$ cat config.mk
export PLATFORM = sky130hd
export DESIGN_NAME = sequenciador_medidas
export DESIGN_NICKNAME = d
export VERILOG_FILES = /design/src/rtl/sequenciador_medidas.sv
export SDC_FILE = /design/constraint.sdc
export NUM_CORES = 1
export LEC_CHECK = 0
export BUFFER_PORTS_ARGS = -buffer_cell sky130_fd_sc_hd__buf_2
export CORE_MARGIN = 4
export CORE_UTILIZATION = 58
export DETAILED_ROUTE_END_ITERATION = 16
export HOLD_SLACK_MARGIN = 0.1
export PLACE_DENSITY_LB_ADDON = 0.25
export SKIP_LAST_GASP = 1
export SLEW_MARGIN = 15
export SYNTH_ARGS = -nofsm -noshare
export SYNTH_HDL_FRONTEND = slang
export SYNTH_SLANG_ARGS = --single-unit
$ cat constraint.sdc
create_clock -name clock -period 2.8 [get_ports clock]
set_input_delay 0.14 -clock clock [delete_from_list [all_inputs] [get_ports clock]]
set_output_delay 0.14 -clock clock [all_outputs]
set_load 0.02 [all_outputs]
$ cat src/rtl/sequenciador_medidas.sv
// ============================================================================
// sequenciador_medidas
// ----------------------------------------------------------------------------
// Periodic measurement sequencer for an HC-SR04 ultrasonic interface. While
// ligar is high, it sends a one-cycle medir pulse and waits for pronto. On
// pronto it stores medida and raises valida. If pronto does not arrive in
// time, it pulses reset_sensor and sets the sticky erro_timeout flag. After
// either outcome it waits INTERVALO cycles before the next measurement.
//
// Parameters
//   INTERVALO : cycles from the end of one measurement to the next trigger
//   TIMEOUT   : cycles allowed in espera_pronto before declaring a failure
//   LIMIAR    : proximity threshold (alerta = medida < LIMIAR, unsigned)
//
// Ports
//   clock          in   system clock, rising edge
//   reset          in   synchronous, active-high reset
//   ligar          in   level enable for periodic measurement
//   pronto         in   measurement-done strobe (honoured in espera_pronto only)
//   medida[11:0]   in   measurement value, valid while pronto=1
//   medir          out  one-cycle start pulse to the interface
//   reset_sensor   out  one-cycle reset pulse to the interface on timeout
//   ultima_medida  out  last valid measurement
//   valida         out  one-cycle new-measurement strobe
//   alerta         out  last valid measurement below LIMIAR
//   erro_timeout   out  sticky timeout flag, cleared by the next valid measurement
//   contagem[7:0]  out  count of valid measurements (wraps)
//   db_estado[3:0] out  current FSM state code
// ============================================================================
module sequenciador_medidas #(
    parameter int          INTERVALO = 50_000_000,
    parameter int          TIMEOUT   = 3_500_000,
    parameter logic [11:0] LIMIAR    = 12'h020
) (
    input  logic        clock,
    input  logic        reset,
    input  logic        ligar,
    input  logic        pronto,
    input  logic [11:0] medida,
    output logic        medir,
    output logic        reset_sensor,
    output logic [11:0] ultima_medida,
    output logic        valida,
    output logic        alerta,
    output logic        erro_timeout,
    output logic [7:0]  contagem,
    output logic [3:0]  db_estado
);

    localparam int unsigned TW = (TIMEOUT   > 1) ? $clog2(TIMEOUT)   : 1;
    localparam int unsigned IW = (INTERVALO > 1) ? $clog2(INTERVALO) : 1;
    localparam logic [TW-1:0] TO_LAST = TW'(TIMEOUT - 1);
    localparam logic [IW-1:0] IV_LAST = IW'(INTERVALO - 1);

    typedef enum logic [3:0] {
        INICIAL       = 4'd0,
        DISPARA       = 4'd1,
        ESPERA_PRONTO = 4'd2,
        ARMAZENA      = 4'd3,
        FALHA         = 4'd4,
        AGUARDA       = 4'd5
    } estado_t;

    estado_t       r_estado;
    logic [TW-1:0] r_cnt_to;
    logic [IW-1:0] r_cnt_int;
    logic          r_medir;
    logic          r_reset_sensor;
    logic          r_valida;
    logic          r_alerta;
    logic          r_erro;
    logic [11:0]   r_ultima;
    logic [7:0]    r_contagem;

    // The strobes and stored values change on the edge that enters their
    // state. This way each strobe lines up exactly with the matching
    // db_estado code, while every output still comes straight from a flop.
    always_ff @(posedge clock) begin
        if (reset) begin
            r_estado       <= INICIAL;
            r_cnt_to       <= '0;
            r_cnt_int      <= '0;
            r_medir        <= 1'b0;
            r_reset_sensor <= 1'b0;
            r_valida       <= 1'b0;
            r_alerta       <= 1'b0;
            r_erro         <= 1'b0;
            r_ultima       <= '0;
            r_contagem     <= '0;
        end else begin
            r_medir        <= 1'b0;
            r_reset_sensor <= 1'b0;
            r_valida       <= 1'b0;
            case (r_estado)
                INICIAL: begin
                    if (ligar) begin
                        r_estado <= DISPARA;
                        r_medir  <= 1'b1;
                    end
                end
                DISPARA: begin
                    r_cnt_to <= '0;
                    r_estado <= ESPERA_PRONTO;
                end
                ESPERA_PRONTO: begin
                    // Hold the counter at its terminal value so it cannot wrap.
                    if (r_cnt_to != TO_LAST) begin
                        r_cnt_to <= r_cnt_to + 1'b1;
                    end
                    // pronto is checked first, so it wins when it arrives in
                    // the same cycle as the timeout.
                    if (pronto) begin
                        r_estado   <= ARMAZENA;
                        r_valida   <= 1'b1;
                        r_ultima   <= medida;
                        r_alerta   <= (medida < LIMIAR);
                        r_contagem <= r_contagem + 8'd1;
                        r_erro     <= 1'b0;
                    end else if (r_cnt_to == TO_LAST) begin
                        r_estado       <= FALHA;
                        r_reset_sensor <= 1'b1;
                        r_erro         <= 1'b1;
                    end
                end
                ARMAZENA, FALHA: begin
                    r_cnt_int <= '0;
                    r_estado  <= AGUARDA;
                end
                AGUARDA: begin
                    if (!ligar) begin
                        r_estado <= INICIAL;
                    end else if (r_cnt_int == IV_LAST) begin
                        r_estado <= DISPARA;
                        r_medir  <= 1'b1;
                    end else begin
                        r_cnt_int <= r_cnt_int + 1'b1;
                    end
                end
                default: r_estado <= INICIAL;
            endcase
        end
    end

    assign medir         = r_medir;
    assign reset_sensor  = r_reset_sensor;
    assign valida        = r_valida;
    assign alerta        = r_alerta;
    assign erro_timeout  = r_erro;
    assign ultima_medida = r_ultima;
    assign contagem      = r_contagem;
    assign db_estado     = r_estado;

endmodule

[After elaboration in Yosys (flattened, before gate mapping)]
Index checks and enable logic that the tools add are counted.
Widths: inputs -> output; s select.
Storage, ports and cells
  register bits after elaboration: 77
  input port bits: 16
  output and inout bits: 29
  word-level logic and storage cells: 60
Cells by class
  $add $sub $neg: 3
  magnitude comparators: 1
  equality and inequality tests: 14
  mux-type cells: 19
  bitwise logic cells: 1
  reductions and logical operators: 12
Operator list (number)
  $mux 26: 2
  $pmux 26 s2: 1
  $pmux 22 s2: 1
  $add 26x1->26 const B: 1
  $eq 26x26->1 const B: 1
  $add 22x1->22 const B: 1
  $eq 22x22->1 const B: 1
  $mux 22: 1
  $ne 22x22->1 const B: 1
  $mux 4: 5
  $pmux 4 s5: 1
  $lt 12x6->1 const B: 1
  $add 8x1->8 const B: 1
  $eq 4x2->1 const B: 2
  $eq 4x3->1 const B: 2
  $ne 2x2->1 const B: 4
  $mux 1: 7
  $ne 3x3->1 const B: 2
  $reduce_and 2->1: 3
  $reduce_and 3->1: 2
  $reduce_bool 2->1: 3
  $eq 4x1->1 const B: 1
  $logic_not 4->1: 1
  $reduce_or 2->1: 2
  3 further kinds: 3

[Longest topological paths before layout]
  depth in word-level cells: 4
  depth in mapped cells: 8
  depth with buffers taken out: 6

[Worst setup path after synthesis]
Ideal clock, no wire load.
  path type: register to register
  from: register r_cnt_int[0]
  to: register r_cnt_int[23]
  library setup time: 0.123 ns
  arrival: 1.892 ns
  data required time: 2.677 ns
  setup slack: 0.785 ns
  cell stages (with the launch flop): 8
  path buffers: 1
  period minus slack after synthesis: 2.015 ns
  cells stage by stage: dfxtp_1 ha_1 nand2_1 or4_4 buf_6 o21ai_4 nor4_1 mux2_1
Between the ends
  longest elaborated chain between the ends: 4
  elaborated cells between the ends (all ways): 7
  classes of those cells: add/sub: 1; eq/ne: 2; mux: 3; reduce/logical: 1
Ends and longest elaborated chain
  start: declaration: RTL line 66  | logic [IW-1:0] r_cnt_int;
  start signal: assignment: RTL line 136  | r_cnt_int <= r_cnt_int + 1'b1;
  $add 26x1->26: RTL line 136
  $mux 26: RTL line 132  | end else if (r_cnt_int == IV_LAST) begin
  $mux 26: RTL line 130  | if (!ligar) begin
  $pmux 26 s2: RTL line 94  | case (r_estado)
Parallel ways exist; a longest one is shown, timed or not. The select of a mux whose other input is x is not followed.
A chain may end at the register's enable or synchronous reset.

[Worst setup path after layout]
  from: register r_cnt_int[0]
  to: register r_cnt_int[3]
Same word-level chain as after synthesis.

==> metrics.md <==
| Metric | Value |
|---|---|
| DIE HEIGHT | ~87 microns |
| Port-buffer cells | 43 |
| Count of buffering cells on the critical path with inverters included | 1 |
| Highest-delay cell along the critical path | or4_4 |
| Total power | 2670 uW |
| Time the final worst path needs with I/O delays and setup | around 2.4 ns |
| Pin count of the biggest net entering global routing | 39 |
| Root buffer cell | clkbuf_8 |
| Hold wc startpoint | reset |
| Syn_nets | ~460 |
| Aggregate negative setup slack | 0 ns |
| Unrepaired setup endpoints after global routing | false |
| Ys Warns | 0 |
| Fraction of final layout cells sized beyond drive strength 1 | 0.173 |
| Number of max-cap violations | 0 |
| TritonCTS clock tree | built |
| FF+latch count, synth | 76 |
| Drt wl/cell | ~15 microns |
| Die area | about 7600 sq um |
| Number of flops mapped to enable cells by yosys | 0 |
| Width of the chip | 87.3 microns |
| Pre-CTS setup slack | 0.474 ns |
| Async set-or-reset flop fraction in the synthesized netlist | 0 |
| Final Max Slew Viols | 0 |
| Filler cells | ~480 |
| Global-route wire length before repair | roughly 15 mm |
| Register area share after synthesis | 0.418 |
| Post-synthesis instance total | ~440 |
| Fin worst setup slack | approximately 0.44 ns |
| Area of the mapped netlist | 3640 sq um |
| Nature of the critical path endpoint | flip-flop |
| Length of the first detailed-routing pass in iterations | 4 |
| Insertion delay of the later-clocked pin in the worst-skew pair | between 0.3 and 0.4 ns |
| Number of antenna violations at the first check in global routing | 0 |
| Data required time at the worst endpoint | 3.05 ns |
| Number of different library cells in the post-synthesis netlist | 62 |
| Launching point of the worst reg2reg path | r_cnt_int[0] |
| Starting utilization of the core area | 0.605 |
| Count of antenna diodes in the layout | 0 |
| Actual slew at the worst max-slew pin | just over 0.8 ns |
| GP Congestion | roughly 0.87 |
| Relative slew slack | 0.459 |
| Power per cell area | about 630 nW/um^2 |
| Num CTS Buffers | 9 |
| Detail Placement HPWL | between 5 and 6 mm |
| Area growth syn-to-layout | 16.6% |
| Clock Sinks | between 70 and 80 |
| Endpoints failing setup | 0 |
| Number of top-level pins | 45 |
| Core Region | 6030 sq um |
| Final Net Count | between 500 and 600 |
| Crit-path max FO | 18 |
| Core Rows | 28 |
| Maximum level of the CTS H-tree | 3 |
| Most used DFF post-synth | dfxtp_1 |
| Start point of the critical path | r_cnt_int[0] |
| Top cell type's share of synthesized area | 0.418 |
| Worst-case vdd ir drop | ~0.50 mV |
| GR Util All Layers | 0.238 |
| Max Clock Skew | between 0.008 and 0.009 ns |
| 1st-iter DRT viols | a little under 200 |
| Sum of routed wire length over all layers | between 8 and 9 mm |
| Worst path cell trace | ha_1, nand2_1, or4_4, o21ai_4, buf_4, nor3_1, o21a_1 |
| Number of global-route vias before repair | ~3200 |
| CP Class | reg -> reg |
| Critical path launch point type | flip-flop |
| Post-synth top area cell | dfxtp_1 |
| Outcome | complete, no violations |
| Average cell area after synthesis | roughly 8.4 sq um |
| Count of vias placed by the detailed router | roughly 3300 |
| Arrival time reported for the critical path endpoint | 2.62 ns |
| Library cell with the highest instance count after synthesis | dfxtp_1 |
| Crit-path leading delay family | simple AND/OR/NAND/NOR gates |
| Worst-path clk slew | ~0.08 ns |
| Post-CTS setup buffer count | 0 |
| Top cell types by occurrence after synthesis | 76 x dfxtp_1, 51 x nand2_1, 39 x nor2_1 |
| Final clock period utilization by the worst path | 0.843 |
| Total congestion overflow after global routing | 0 |
| Clock buffer depth | 2 |
| Fmax achieved | between 400 and 500 MHz |
| Number of remaining DRC errors | 0 |
| Post-detailed-route count of antenna-violating nets | 0 |
| Vias per Instance | about 5.9 |
| Cell leakage power | between 0.001 and 0.0015 uW |
| Peak per-stage delay on the critical path | approximately 0.56 ns |
| Largest cells by area after synthesis | dfxtp_1 42%, nand2_1 5.3%, a21oi_1 4.7% |
| Classification of the worst-slack hold path | in -> reg |
| Final-report hold violation count | 0 |
metal layers:
metal | GRT usage | vias to the layer above | share of wire
met5 | 0 | - | 0
met1 | 0.284 | 1548 | 0.42
met4 | 0.0725 | 0 | 0.013
met3 | 0.0785 | 17 | 0.063
li1 | - | 1675 | -
met2 | 0.404 | 90 | 0.50
worst paths after layout:
| check | end | slack, ns | cells past startpoint |
|---|---|---|---|
| setup reg to reg | r_cnt_int[3] | 0.44 | 7 |
| hold / removal | r_cnt_int[13] | 0.14 | 3 |
| hold reg to reg | ultima_medida[2] | 0.46 | 2 |
| setup / recovery | r_cnt_int[3] | 0.44 | 7 |
final cells by class:
class | instances | area (sq um) | area share
multi-input cells | 323 | 1970 | 0.464
flip-flops and latches | 76 | 1520 | 0.358
repair buffers | 63 | 400 | 0.0942
clock buffers | 9 | 124 | 0.0292
well taps | 75 | 93.8 | 0.0221
clock inverters | 7 | 85.1 | 0.0200
inverters | 14 | 52.6 | 0.0124
kinds of logic (layout without fill, tap and decap cells):
logic type               Yosys count  after routing  synth area share
other                              1              1           0.00103
adder cells (fa/ha/maj)            3              3            0.0103
AO/OA/AOI/OAI                     84             84             0.151
buffers and inverters             37             93            0.0467
multiplexers                       3              3           0.00859
flip-flops                        76             76             0.418
AND/OR/NAND/NOR                  206            206             0.303
XOR/XNOR                          26             26            0.0625
worst min-delay path, stage by stage:
cell      delay (ns)
buf_2           0.10
a211oi_2        0.09
o21a_1          0.12
registers in the layout, summed over array words and instances (netlist names):
name           cells
r_cnt_int         26
r_cnt_to          22
ultima_medida     12
contagem           8
db_estado          3
alerta             1
erro_timeout       1
medir              1
reset_sensor       1
valida             1
metrics by stage:
step                      hold slack [ns]  std cells   util  cell area, sq um
after floorplan                     0.218        436      -              3640
after global placement              0.381        537  0.646              3890
after detailed placement            0.391        537  0.646              3890
after CTS                           0.237        567  0.704              4240
after global routing                0.145        567  0.705              4250
final                               0.137        567  0.705              4250
what timing repair did:
action,CTS,global route
hold buffers,14,0
gates resized for setup,0,0
setup endpoints to repair,0,0
endpoints found under the hold margin,15,0
power by group:
group          internal [uW]  switching [uW]  leakage [uW]  total (uW)
clock                    434             453      0.000108         887
combinational            187             382      0.000755         569
sequential              1130            89.0      0.000613        1220
layout by cell type, fill, tap and decap left out, types with 11 or more instances in the layout:
cell type / Yosys / final
buf_2: 4 / 43
a21oi_1: 34 / 34
nand4_1: 11 / 11
nand3_1: 25 / 25
inv_1: 13 / 13
dfxtp_1: 76 / 76
xnor2_1: 16 / 16
nor3_1: 19 / 19
dlygate4sd3_1: 0 / 14
nor2_1: 39 / 39
nand2_1: 51 / 51
No activity file was read; power rests on OpenSTA's default activity.
